==> src/rtl/cnn_pkg.sv <==
// Widths and sample type shared between the convolution engine and its downstream stages.
package cnn_pkg;

  // Default sample width of the conv datapath.
  localparam int SAMPLE_W = 16;

  typedef logic signed [SAMPLE_W-1:0] sample_t;

  // Counter width for a range of n values; never narrower than one bit.
  function automatic int LOGSIZE(input int n);
    return (n > 1) ? $clog2(n) : 1;
  endfunction

endpackage

==> src/rtl/pool_out_reg.sv <==
// Single-entry valid/ready output register. A load arriving while the held result
// is being emitted replaces it, so the stage sustains one result per cycle.
module pool_out_reg #(
  parameter int W = 16
) (
  input  logic         clk,
  input  logic         reset,
  input  logic         load,
  input  logic [W-1:0] load_data,
  input  logic         y_ready,
  output logic [W-1:0] y_data,
  output logic         y_valid,
  output logic         ready
);

  typedef enum logic {EMPTY, FULL} state_t;

  state_t state;

  assign ready = !y_valid || y_ready;

  always_ff @(posedge clk or negedge reset) begin
    if (!reset) begin
      state   <= EMPTY;
      y_valid <= 1'b0;
      y_data  <= '0;
    end else begin
      case (state)
        EMPTY: if (load) begin
          state   <= FULL;
          y_valid <= 1'b1;
          y_data  <= load_data;
        end
        FULL: if (load) begin
          // Upstream only loads when ready, i.e. this result is leaving now.
          y_data  <= load_data;
        end else if (y_ready) begin
          state   <= EMPTY;
          y_valid <= 1'b0;
        end
        default: state <= EMPTY;
      endcase
    end
  end

endmodule

==> src/rtl/maxpool_1d_stream.sv <==
// Streaming non-overlapping 1-D max-pool; window size K, frame length L, the last
// window of a frame may be partial and windows never straddle frames.
module maxpool_1d_stream
  import cnn_pkg::*;
#(
  parameter int L = 32,
  parameter int K = 2,
  parameter int T = 16
) (
  input  logic         clk,
  input  logic         reset,
  input  logic [T-1:0] x_data,
  input  logic         x_valid,
  output logic         x_ready,
  output logic [T-1:0] y_data,
  output logic         y_valid,
  input  logic         y_ready
);

  localparam int WW = LOGSIZE(K);
  localparam int FW = LOGSIZE(L);
  localparam logic [WW-1:0] WIN_LAST = WW'(K - 1);
  localparam logic [FW-1:0] FRM_LAST = FW'(L - 1);

  logic [WW-1:0]       win_cnt;
  logic [FW-1:0]       frm_cnt;
  logic signed [T-1:0] max_reg, x_s, win_max;
  logic                accept, close, win_first, frm_last;

  assign x_s       = signed'(x_data);
  assign accept    = x_valid && x_ready;
  assign win_first = (win_cnt == '0);
  assign frm_last  = (frm_cnt == FRM_LAST);
  assign close     = accept && (win_cnt == WIN_LAST || frm_last);
  // Running max including the current sample; first sample of a window seeds it.
  assign win_max   = (win_first || x_s > max_reg) ? x_s : max_reg;

  always_ff @(posedge clk or negedge reset) begin
    if (!reset) begin
      win_cnt <= '0;
      frm_cnt <= '0;
      max_reg <= '0;
    end else if (accept) begin
      max_reg <= win_max;
      win_cnt <= close ? '0 : win_cnt + 1'b1;
      frm_cnt <= frm_last ? '0 : frm_cnt + 1'b1;
    end
  end

  pool_out_reg #(.W(T)) u_out (
    .clk       (clk),
    .reset     (reset),
    .load      (close),
    .load_data (win_max),
    .y_ready   (y_ready),
    .y_data    (y_data),
    .y_valid   (y_valid),
    .ready     (x_ready)
  );

endmodule

==> config.mk <==
export PLATFORM = sky130hd
export DESIGN_NAME = maxpool_1d_stream
export DESIGN_NICKNAME = d
export VERILOG_FILES = /design/src/rtl/cnn_pkg.sv /design/src/rtl/pool_out_reg.sv /design/src/rtl/maxpool_1d_stream.sv
export SDC_FILE = /design/constraint.sdc
export NUM_CORES = 1
export LEC_CHECK = 0
export ABC_AREA = 1
export CAP_MARGIN = 10
export CELL_PAD_IN_SITES_DETAIL_PLACEMENT = 1
export CELL_PAD_IN_SITES_GLOBAL_PLACEMENT = 1
export CORE_MARGIN = 2
export CORE_UTILIZATION = 36
export DETAILED_ROUTE_END_ITERATION = 6
export GPL_ROUTABILITY_DRIVEN = 0
export PLACE_DENSITY = 0.8
export SYNTH_ARGS = -nofsm -noshare
export SYNTH_HDL_FRONTEND = slang
export SYNTH_SLANG_ARGS = --single-unit
==> constraint.sdc <==
create_clock -name clk -period 1.9 [get_ports clk]
set_clock_uncertainty 0.1 [all_clocks]
set_input_delay 0.38 -clock clk [delete_from_list [all_inputs] [get_ports clk]]
set_output_delay 0.38 -clock clk [all_outputs]
set_load 0.01 [all_outputs]
==> results of run 1 <==
cells in the mapped netlist (2+ instances only):
library cell	n	area (um^2)
sky130_fd_sc_hd__o21ai_0	4	20.0
sky130_fd_sc_hd__dfrtp_1	40	1000
sky130_fd_sc_hd__inv_2	2	7.51
sky130_fd_sc_hd__nor3_1	4	20.0
sky130_fd_sc_hd__nand2_4	11	124
sky130_fd_sc_hd__nand2_2	2	12.5
sky130_fd_sc_hd__clkbuf_1	3	11.3
sky130_fd_sc_hd__buf_2	3	15.0
sky130_fd_sc_hd__a21oi_1	6	30.0
sky130_fd_sc_hd__nand4_1	2	12.5
sky130_fd_sc_hd__nand3_1	52	260
sky130_fd_sc_hd__inv_1	43	161
sky130_fd_sc_hd__nand2_1	95	357
sky130_fd_sc_hd__nor2_1	10	37.5
sky130_fd_sc_hd__ha_1	18	225
routing by layer:
metal  GRT usage, %  vias to the layer above  part of all wire (%)
met4           5.77                        0                   3.1
met2           40.1                       53                    53
met5              0                        -                     0
li1               -                     1107                     -
met3           3.95                       22                   3.1
met1           24.9                     1168                    41
final cells by class:
cell class              instances  area (um^2)
fillers                       752         2830
multi-input cells             212         1550
flip-flops and latches         40         1000
repair buffers                 72          703
inverters                      45          169
well taps                      77         96.3
clock buffers                   6         72.6
clock inverters                 1         5.00
final timing paths:
kind	startpoint	endpoint	slack [ns]	depth (start not counted)
worst min register to register	u_out.y_data[14]	u_out.y_data[14]	0.38	2
worst min-delay path	u_out.y_data[14]	u_out.y_data[14]	0.38	2
min in group asynchronous	reset	u_out.y_data[2]	0.48	2
worst max-delay path	max_reg[6]	max_reg[6]	-0.35	15
worst max register to register	max_reg[6]	max_reg[6]	-0.35	15
max in group asynchronous	reset	frm_cnt[4]	0.74	3
per-stage QoR:
stage	hold slack (ns)	worst slack [ns]	TNS, ns	utilization (%)	cells
finish	0.384	-0.351	-9.32	55.9	453
global placement	0.278	-0.592	-18.36	46.5	428
CTS	0.366	-0.190	-5.36	53.2	447
global route	0.408	-0.459	-13.18	55.9	453
floorplan	-0.0156	0.00547	0	-	306
detailed placement	0.282	-0.653	-19.81	46.5	428
repair_timing:
action                     4_1_cts  5_1_grt
hold endpoints to repair        19        0
setup buffers                   10        6
cloned                           1        0
gates resized for setup         64       29
hold buffers                     1        0
setup endpoints to repair       33       33
pin swaps                       49       27
kinds of logic after synthesis:
| logic type | Yosys count | share of synthesized area (%) |
|---|---|---|
| and+or+nand+nor | 178 | 35.5 |
| AOI/OAI and AO/OA | 15 | 3.69 |
| DFF | 40 | 41.6 |
| buffers and inverters | 55 | 9.88 |
| adders and majority gates | 18 | 9.36 |
power by group:
group          total, mW  switching [mW]  internal, mW
registers           1.56           0.280          1.28
clock network      0.558           0.308         0.250
logic               4.37            2.39          1.98
total               6.48            2.98          3.51
worst max-delay path: stages (launching register included):
cell	delay (ns)
sky130_fd_sc_hd__dfrtp_1	0.41
sky130_fd_sc_hd__inv_1	0.13
sky130_fd_sc_hd__ha_4	0.22
sky130_fd_sc_hd__nand2_2	0.10
sky130_fd_sc_hd__nor2_1	0.06
sky130_fd_sc_hd__nor2_1	0.11
sky130_fd_sc_hd__nand2_1	0.07
sky130_fd_sc_hd__nand2_1	0.09
sky130_fd_sc_hd__nand2_1	0.06
sky130_fd_sc_hd__nand2_1	0.09
sky130_fd_sc_hd__nand2_2	0.10
sky130_fd_sc_hd__nand2_8	0.14
sky130_fd_sc_hd__buf_6	0.13
sky130_fd_sc_hd__nand3_1	0.12
sky130_fd_sc_hd__nand3_1	0.13
sky130_fd_sc_hd__nand2_1	0.08
placed cells by master (no fill, tap or decap), types with 2 or more instances in the layout:
cell and instances:
sky130_fd_sc_hd__nand3_4 2, sky130_fd_sc_hd__a21oi_1 3, sky130_fd_sc_hd__clkdlybuf4s50_1 19, sky130_fd_sc_hd__nand2_1 86, sky130_fd_sc_hd__nand4_1 2, sky130_fd_sc_hd__inv_2 14, sky130_fd_sc_hd__nand2_2 10, sky130_fd_sc_hd__ha_1 6
sky130_fd_sc_hd__nor2_1 9, sky130_fd_sc_hd__nand2_8 2, sky130_fd_sc_hd__buf_4 24, sky130_fd_sc_hd__dfrtp_1 40, sky130_fd_sc_hd__nor3_1 3, sky130_fd_sc_hd__buf_12 6, sky130_fd_sc_hd__inv_1 31, sky130_fd_sc_hd__o21ai_0 3
sky130_fd_sc_hd__dlygate4sd2_1 17, sky130_fd_sc_hd__nand2_4 12, sky130_fd_sc_hd__ha_4 12, sky130_fd_sc_hd__nand3_2 26, sky130_fd_sc_hd__clkbuf_8 5, sky130_fd_sc_hd__a21oi_2 4, sky130_fd_sc_hd__nand3_1 24, sky130_fd_sc_hd__buf_6 3
==> summary.json, run 1 <==
{
  "violations_in_the_final_reports": "design-rule violations, negative setup slack",
  "hold_violations": 0,
  "setup_violators_final": 32,
  "worst_setup_hold_path_clk_slew_ns": 0.08,
  "ys_types": 26,
  "grtUsageTotal_pct": 21.4,
  "cell_row_count": 29,
  "floorplan.core_area_um2": 6420,
  "grt_pass1_wl_um": 12400,
  "cts_sinks": 40,
  "grt_overflow_total": 0,
  "routed_via_density": 5.19,
  "cts_made_buffers": 5,
  "synth_enable_flop_cells": 0,
  "slew-limit-headroom_pct": 66.0,
  "number_of_warnings_issued_by_yosys": 0,
  "grt_pass1_vias": 2547,
  "synth_nets": 344,
  "rsz0062_at_grt": "yes",
  "antenna_found_initial": 0,
  "critical_path.endpoint_type": "register",
  "detail_route.wl_per_cell_um": 18.0,
  "io_buffer_count": 37,
  "place.detailed.hpwl_um": 4490,
  "synth-async-reset-ratio_pct": 100,
  "detail-route-antenna-nets": 0,
  "clock_insertion_delay_at_the_later_pin_of_the_skew_report_ns": 0.30,
  "path_class": "reg2reg",
  "first_pass_iters": 6,
  "tightest_slew_ns": 0.510,
  "finalWirelength_um": 8160,
  "critical_path_required_ns": 1.98,
  "yosys_most_used_dff": "sky130_fd_sc_hd__dfrtp_1",
  "timing.final.crit_share_pct": 118,
  "num_io_pins": 38,
  "cts_root_buf": "sky130_fd_sc_hd__clkbuf_8",
  "place_area_um2": 2980,
  "worst-path-max-fanout": 7,
  "synth_area_per_cell_um2": 7.86,
  "post-route-drc-count": 3,
  "worstPathArrival_ns": 2.33,
  "synth_area_um2": 2410,
  "number_of_vias_after_detailed_routing": 2350,
  "irDropWorstVdd_mv": 0.673,
  "maxcap_viol_count": 0,
  "initial_core_util_pct": 37.5,
  "grt_max_degree": 23,
  "p_total_mw": 6.48,
  "first_iter_violations": 71,
  "area.growth.synth_to_final_pct": 49.3,
  "post_route_cells_drive_above_1_share_pct": 33.8,
  "cts_tree": "yes",
  "maximum_clock_frequency_mhz": 444,
  "antenna-diode-count": 0,
  "fp.dieArea_um2": 7350,
  "synth.yosys.seq_area_share_pct": 41.6,
  "status": "complete, but fails checks",
  "fp.dieH_um": 85.8,
  "period_needed_ns": 2.25,
  "worst_hold_path_type": "reg2reg",
  "worstSetupStartpointType": "register",
  "final_design_instance_area_without_fill_um2": 3590,
  "post_synth_inst_count": 306,
  "timing.final.max_slew_violations": 0,
  "deepest_clock_path_buffer_count": 2,
  "fp.dieW_um": 85.8,
  "static-leakage-power_nw": 1.82,
  "total_power_divided_by_cell_area_nw_per_um2": 1800,
  "finalNetCount": 414,
  "cts_htree_levels": 2,
  "post-route-worst-setup-slack_ns": -0.351,
  "synth.ff_latch_count": 40
}
(Power assumes the default switching activity.)
==> inputs of run 2 (changes only) <==
--- a/config.mk
+++ b/config.mk
@@ -10,10 +10,10 @@
 export CELL_PAD_IN_SITES_DETAIL_PLACEMENT = 1
 export CELL_PAD_IN_SITES_GLOBAL_PLACEMENT = 1
 export CORE_MARGIN = 2
-export CORE_UTILIZATION = 36
+export CORE_UTILIZATION = 37
 export DETAILED_ROUTE_END_ITERATION = 6
 export GPL_ROUTABILITY_DRIVEN = 0
-export PLACE_DENSITY = 0.8
+export PLACE_DENSITY = 0.78
 export SYNTH_ARGS = -nofsm -noshare
 export SYNTH_HDL_FRONTEND = slang
 export SYNTH_SLANG_ARGS = --single-unit
==> constraint.sdc (replaced) <==
create_clock -name clk -period 2.1 [get_ports clk]
set_clock_uncertainty 0.1 [all_clocks]
set_input_delay 0.42 -clock clk [delete_from_list [all_inputs] [get_ports clk]]
set_output_delay 0.42 -clock clk [all_outputs]
set_load 0.01 [all_outputs]
==> run 2 against run 1 <==
The run ends with negative setup slack left. First-iteration DRC count rose by 31%. Critical path depth up 3. Register-to-register slack gained 0.17 ns. Setup slack better by 0.17 ns. Non-clock buffer count decreased by 6. Cell count shrank 1.1%. Wire length fell by 4.1%. Sequential share of layout area increased by 0.18 points. Highest routed layer unchanged.
==> summary.json, run 2 (same netlist as run 1, synthesis figures left out) <==
{
  "final_cell_mix": "sky130_fd_sc_hd__nand2_1 (77), sky130_fd_sc_hd__dfrtp_1 (40), sky130_fd_sc_hd__nand3_1 (32)",
  "critical_path_required": {"value": 2.24, "unit": "ns", "change": "+0.26 ns"},
  "place_area": {"value": 2910, "unit": "um^2", "change": "-2.5%"},
  "cts_root_buf": "sky130_fd_sc_hd__clkbuf_8",
  "grt_pass1_wl": {"value": 12200, "unit": "um", "change": "-1.6%"},
  "place.detailed.hpwl": {"value": 4500, "unit": "um", "change": "about the same"},
  "reg2reg_setup_slack": {"value": -0.18, "unit": "ns", "change": "+0.17 ns"},
  "finalWirelength": {"value": 7820, "unit": "um", "change": "-4.1%"},
  "maxcap_viol_count": {"value": 0, "change": "unchanged"},
  "hold_violations": {"value": 0, "change": "unchanged"},
  "worstPathArrival": {"value": 2.42, "unit": "ns", "change": "+0.09 ns"},
  "critical_path.endpoint_type": "register",
  "grt_pass1_vias": {"value": 2498, "change": "-1.9%"},
  "post-route-worst-setup-slack": {"value": -0.181, "unit": "ns", "change": "+0.170 ns"},
  "first_iter_violations": {"value": 93, "change": "+31%"},
  "status": "complete, but fails checks",
  "antenna-diode-count": {"value": 0, "change": "unchanged"},
  "number_of_vias_after_detailed_routing": {"value": 2330, "change": "-0.85%"},
  "commonest_non_fill_non_tap_cell_in_the_layout": "sky130_fd_sc_hd__nand2_1",
  "finalNetCount": {"value": 408, "change": "-1.4%"},
  "r2r_end": "u_out.y_data[6]",
  "antenna_found_initial": {"value": 0, "change": "unchanged"},
  "cts_htree_levels": {"value": 2, "change": "unchanged"},
  "setup_violators_final": {"value": 32, "change": "unchanged"},
  "io_buffer_count": {"value": 37, "change": "unchanged"},
  "cell_row_count": {"value": 29, "change": "unchanged"},
  "post-route-drc-count": {"value": 0, "change": "-3"},
  "reg2reg_start": "max_reg[1]",
  "deepest_clock_path_buffer_count": {"value": 2, "change": "unchanged"},
  "post_route_cells_drive_above_1_share": {"value": 33.7, "unit": "%", "change": "-0.084 points"},
  "clock_insertion_delay_at_the_later_pin_of_the_skew_report": {"value": 0.30, "unit": "ns", "change": "about the same"},
  "path_class": "reg2reg",
  "maximum_clock_frequency": {"value": 438, "unit": "MHz", "change": "-1.3%"},
  "timing.final.max_slew_violations": {"value": 0, "change": "unchanged"},
  "worst_setup_path_startpoint": "max_reg[1]",
  "area.growth.synth_to_final_pct": 48.4,
  "worstSetupStartpointType": "register",
  "layout.area.seq": {"value": 1000, "unit": "um^2", "change": "unchanged"},
  "worst_hold_path_type": "in2async",
  "rsz0062_at_grt": "yes",
  "total_power_divided_by_cell_area": {"value": 1690, "unit": "nW/um^2", "change": "-6.2%"},
  "grt_max_degree": {"value": 28, "change": "+22%"},
  "num_io_pins": {"value": 38, "change": "unchanged"},
  "placedCellCount": {"value": 423, "change": "-1.2%"},
  "routed_via_density": {"value": 5.20, "change": "+0.26%"},
  "grtUsageTotal": {"value": 21.1, "unit": "%", "change": "-0.34 points"},
  "detail-route-antenna-nets": {"value": 0, "change": "unchanged"},
  "utilization": {"value": 56.5, "unit": "%", "change": "+0.61 points"},
  "multi_input_comb_area": {"value": 1530, "unit": "um^2", "change": "-0.81%"},
  "fp.dieH": {"value": 84.6, "unit": "um", "change": "-1.3%"},
  "period_needed": {"value": 2.28, "unit": "ns", "change": "+0.0297 ns"},
  "static-leakage-power": {"value": 1.82, "unit": "nW", "change": "about the same"},
  "irDropWorstVdd": {"value": 0.654, "unit": "mV", "change": "-2.9%"},
  "worst_setup_hold_path_clk_slew": {"value": 0.09, "unit": "ns", "change": "about the same"},
  "worst-path-max-fanout": {"value": 8, "change": "+1"},
  "cts-hold-fix-buffers": {"value": 0, "change": "-1"},
  "cts_sinks": {"value": 40, "change": "unchanged"},
  "first_pass_iters": {"value": 4, "change": "-2"},
  "slew-limit-headroom": {"value": 57.4, "unit": "%", "change": "-8.6 points"},
  "tightest_slew": {"value": 0.640, "unit": "ns", "change": "+0.129 ns"},
  "cts_made_buffers": {"value": 5, "change": "unchanged"},
  "instances_no_fill": {"value": 448, "change": "-1.1%"},
  "grt_overflow_total": {"value": 0, "change": "unchanged"},
  "p_total": {"value": 6.04, "unit": "mW", "change": "-6.8%"},
  "fp.dieW": {"value": 84.6, "unit": "um", "change": "-1.3%"},
  "floorplan.core_area": {"value": 6310, "unit": "um^2", "change": "-1.7%"},
  "cts_tree": "yes",
  "initial_core_util": {"value": 38.1, "unit": "%", "change": "+0.65 points"},
  "fp.dieArea": {"value": 7160, "unit": "um^2", "change": "-2.6%"},
  "depth_of_the_worst_register_to_register_path": {"value": 18, "change": "+3"},
  "final_design_instance_area_without_fill": {"value": 3570, "unit": "um^2", "change": "-0.63%"},
  "violations_in_the_final_reports": "negative setup slack",
  "dp_slack": {"value": -0.517, "unit": "ns", "change": "+0.136 ns"},
  "final.fill_count": {"value": 747, "change": "-0.66%"},
  "detail_route.wl_per_cell": {"value": 17.5, "unit": "um", "change": "-3.1%"},
  "timing.final.crit_share": {"value": 109, "unit": "%", "change": "-9.9 points"}
}
## run 2: cell count changes in the layout (fill, tap and decap cells not counted), moves of 4 or more
cell | before | now
sky130_fd_sc_hd__nand2_1 | 86 | 77
sky130_fd_sc_hd__buf_12 | 6 | 2
sky130_fd_sc_hd__nand2_2 | 10 | 14
sky130_fd_sc_hd__nand3_1 | 24 | 32
sky130_fd_sc_hd__nand3_2 | 26 | 19
sky130_fd_sc_hd__nand2_4 | 12 | 18
## run 2: where the power goes
part | switching, mW | internal (mW)
registers | 0.256 | 1.15
clock network | 0.295 | 0.595
logic | 2.07 | 1.67
total | 2.62 | 3.42
## run 2: routing by layer
layer  vias to the layer above  track usage (%)  routed length (um)
met5                         -                0                   0
met2                        67             37.8                4000
met1                      1138             26.1                3270
li1                       1097                -                   -
met4                         0             6.06                 270
met3                        28             3.44                 281
## run 2: stage by stage
stage	setup TNS, ns	hold WS [ns]
after floorplan	0	0.0244
after global placement	-13.85	0.329
after detailed placement	-15.20	0.363
after CTS	-1.06	0.0421
after global routing	-7.42	0.0716
final	-3.62	0.0385
## run 2: timing repair
| action | 4_1_cts | 5_1_grt |
|---|---|---|
| pin swaps | 30 | 36 |
| cloned | 2 | 0 |
| buffers inserted | 5 | 10 |
| resized for setup | 57 | 38 |
| endpoints found under the setup margin | 32 | 32 |
## run 2: worst max path at each step
stage / cells past startpoint / slack, ns / to
floorplan: 12 / 0.12 / max_reg[0]
global placement: 12 / -0.47 / max_reg[6]
detailed placement: 12 / -0.52 / u_out.y_data[2]
CTS: 14 / -0.07 / u_out.y_data[6]
global route: 18 / -0.31 / u_out.y_data[6]
finish: 18 / -0.18 / u_out.y_data[6]
## run 2: layout make-up
class / instances / share of cell area (%)
Clock buffer: 5 / 1.93
Clock inverter: 3 / 2.52
Inverter: 45 / 4.73
Multi-Input combinational cell: 212 / 42.9
Sequential cell: 40 / 28.0
Tap cell: 77 / 2.70
Timing Repair Buffer: 66 / 17.1
## run 2: critical path, cell delays in order (launching register included)
cell                      delay [ns]
sky130_fd_sc_hd__dfrtp_1        0.40
sky130_fd_sc_hd__inv_2          0.08
sky130_fd_sc_hd__ha_4           0.21
sky130_fd_sc_hd__nand2_2        0.07
sky130_fd_sc_hd__nand2_2        0.05
sky130_fd_sc_hd__nand2_1        0.11
sky130_fd_sc_hd__nand2_1        0.08
sky130_fd_sc_hd__nand2_1        0.06
sky130_fd_sc_hd__nand2_1        0.05
sky130_fd_sc_hd__nand2_1        0.08
sky130_fd_sc_hd__nand2_1        0.08
sky130_fd_sc_hd__nand2_1        0.09
sky130_fd_sc_hd__nand2_2        0.07
sky130_fd_sc_hd__nand2_4        0.13
sky130_fd_sc_hd__buf_6          0.14
sky130_fd_sc_hd__nand2_8        0.12
sky130_fd_sc_hd__nand2_4        0.13
sky130_fd_sc_hd__nand3_2        0.09
sky130_fd_sc_hd__nand2_1        0.09
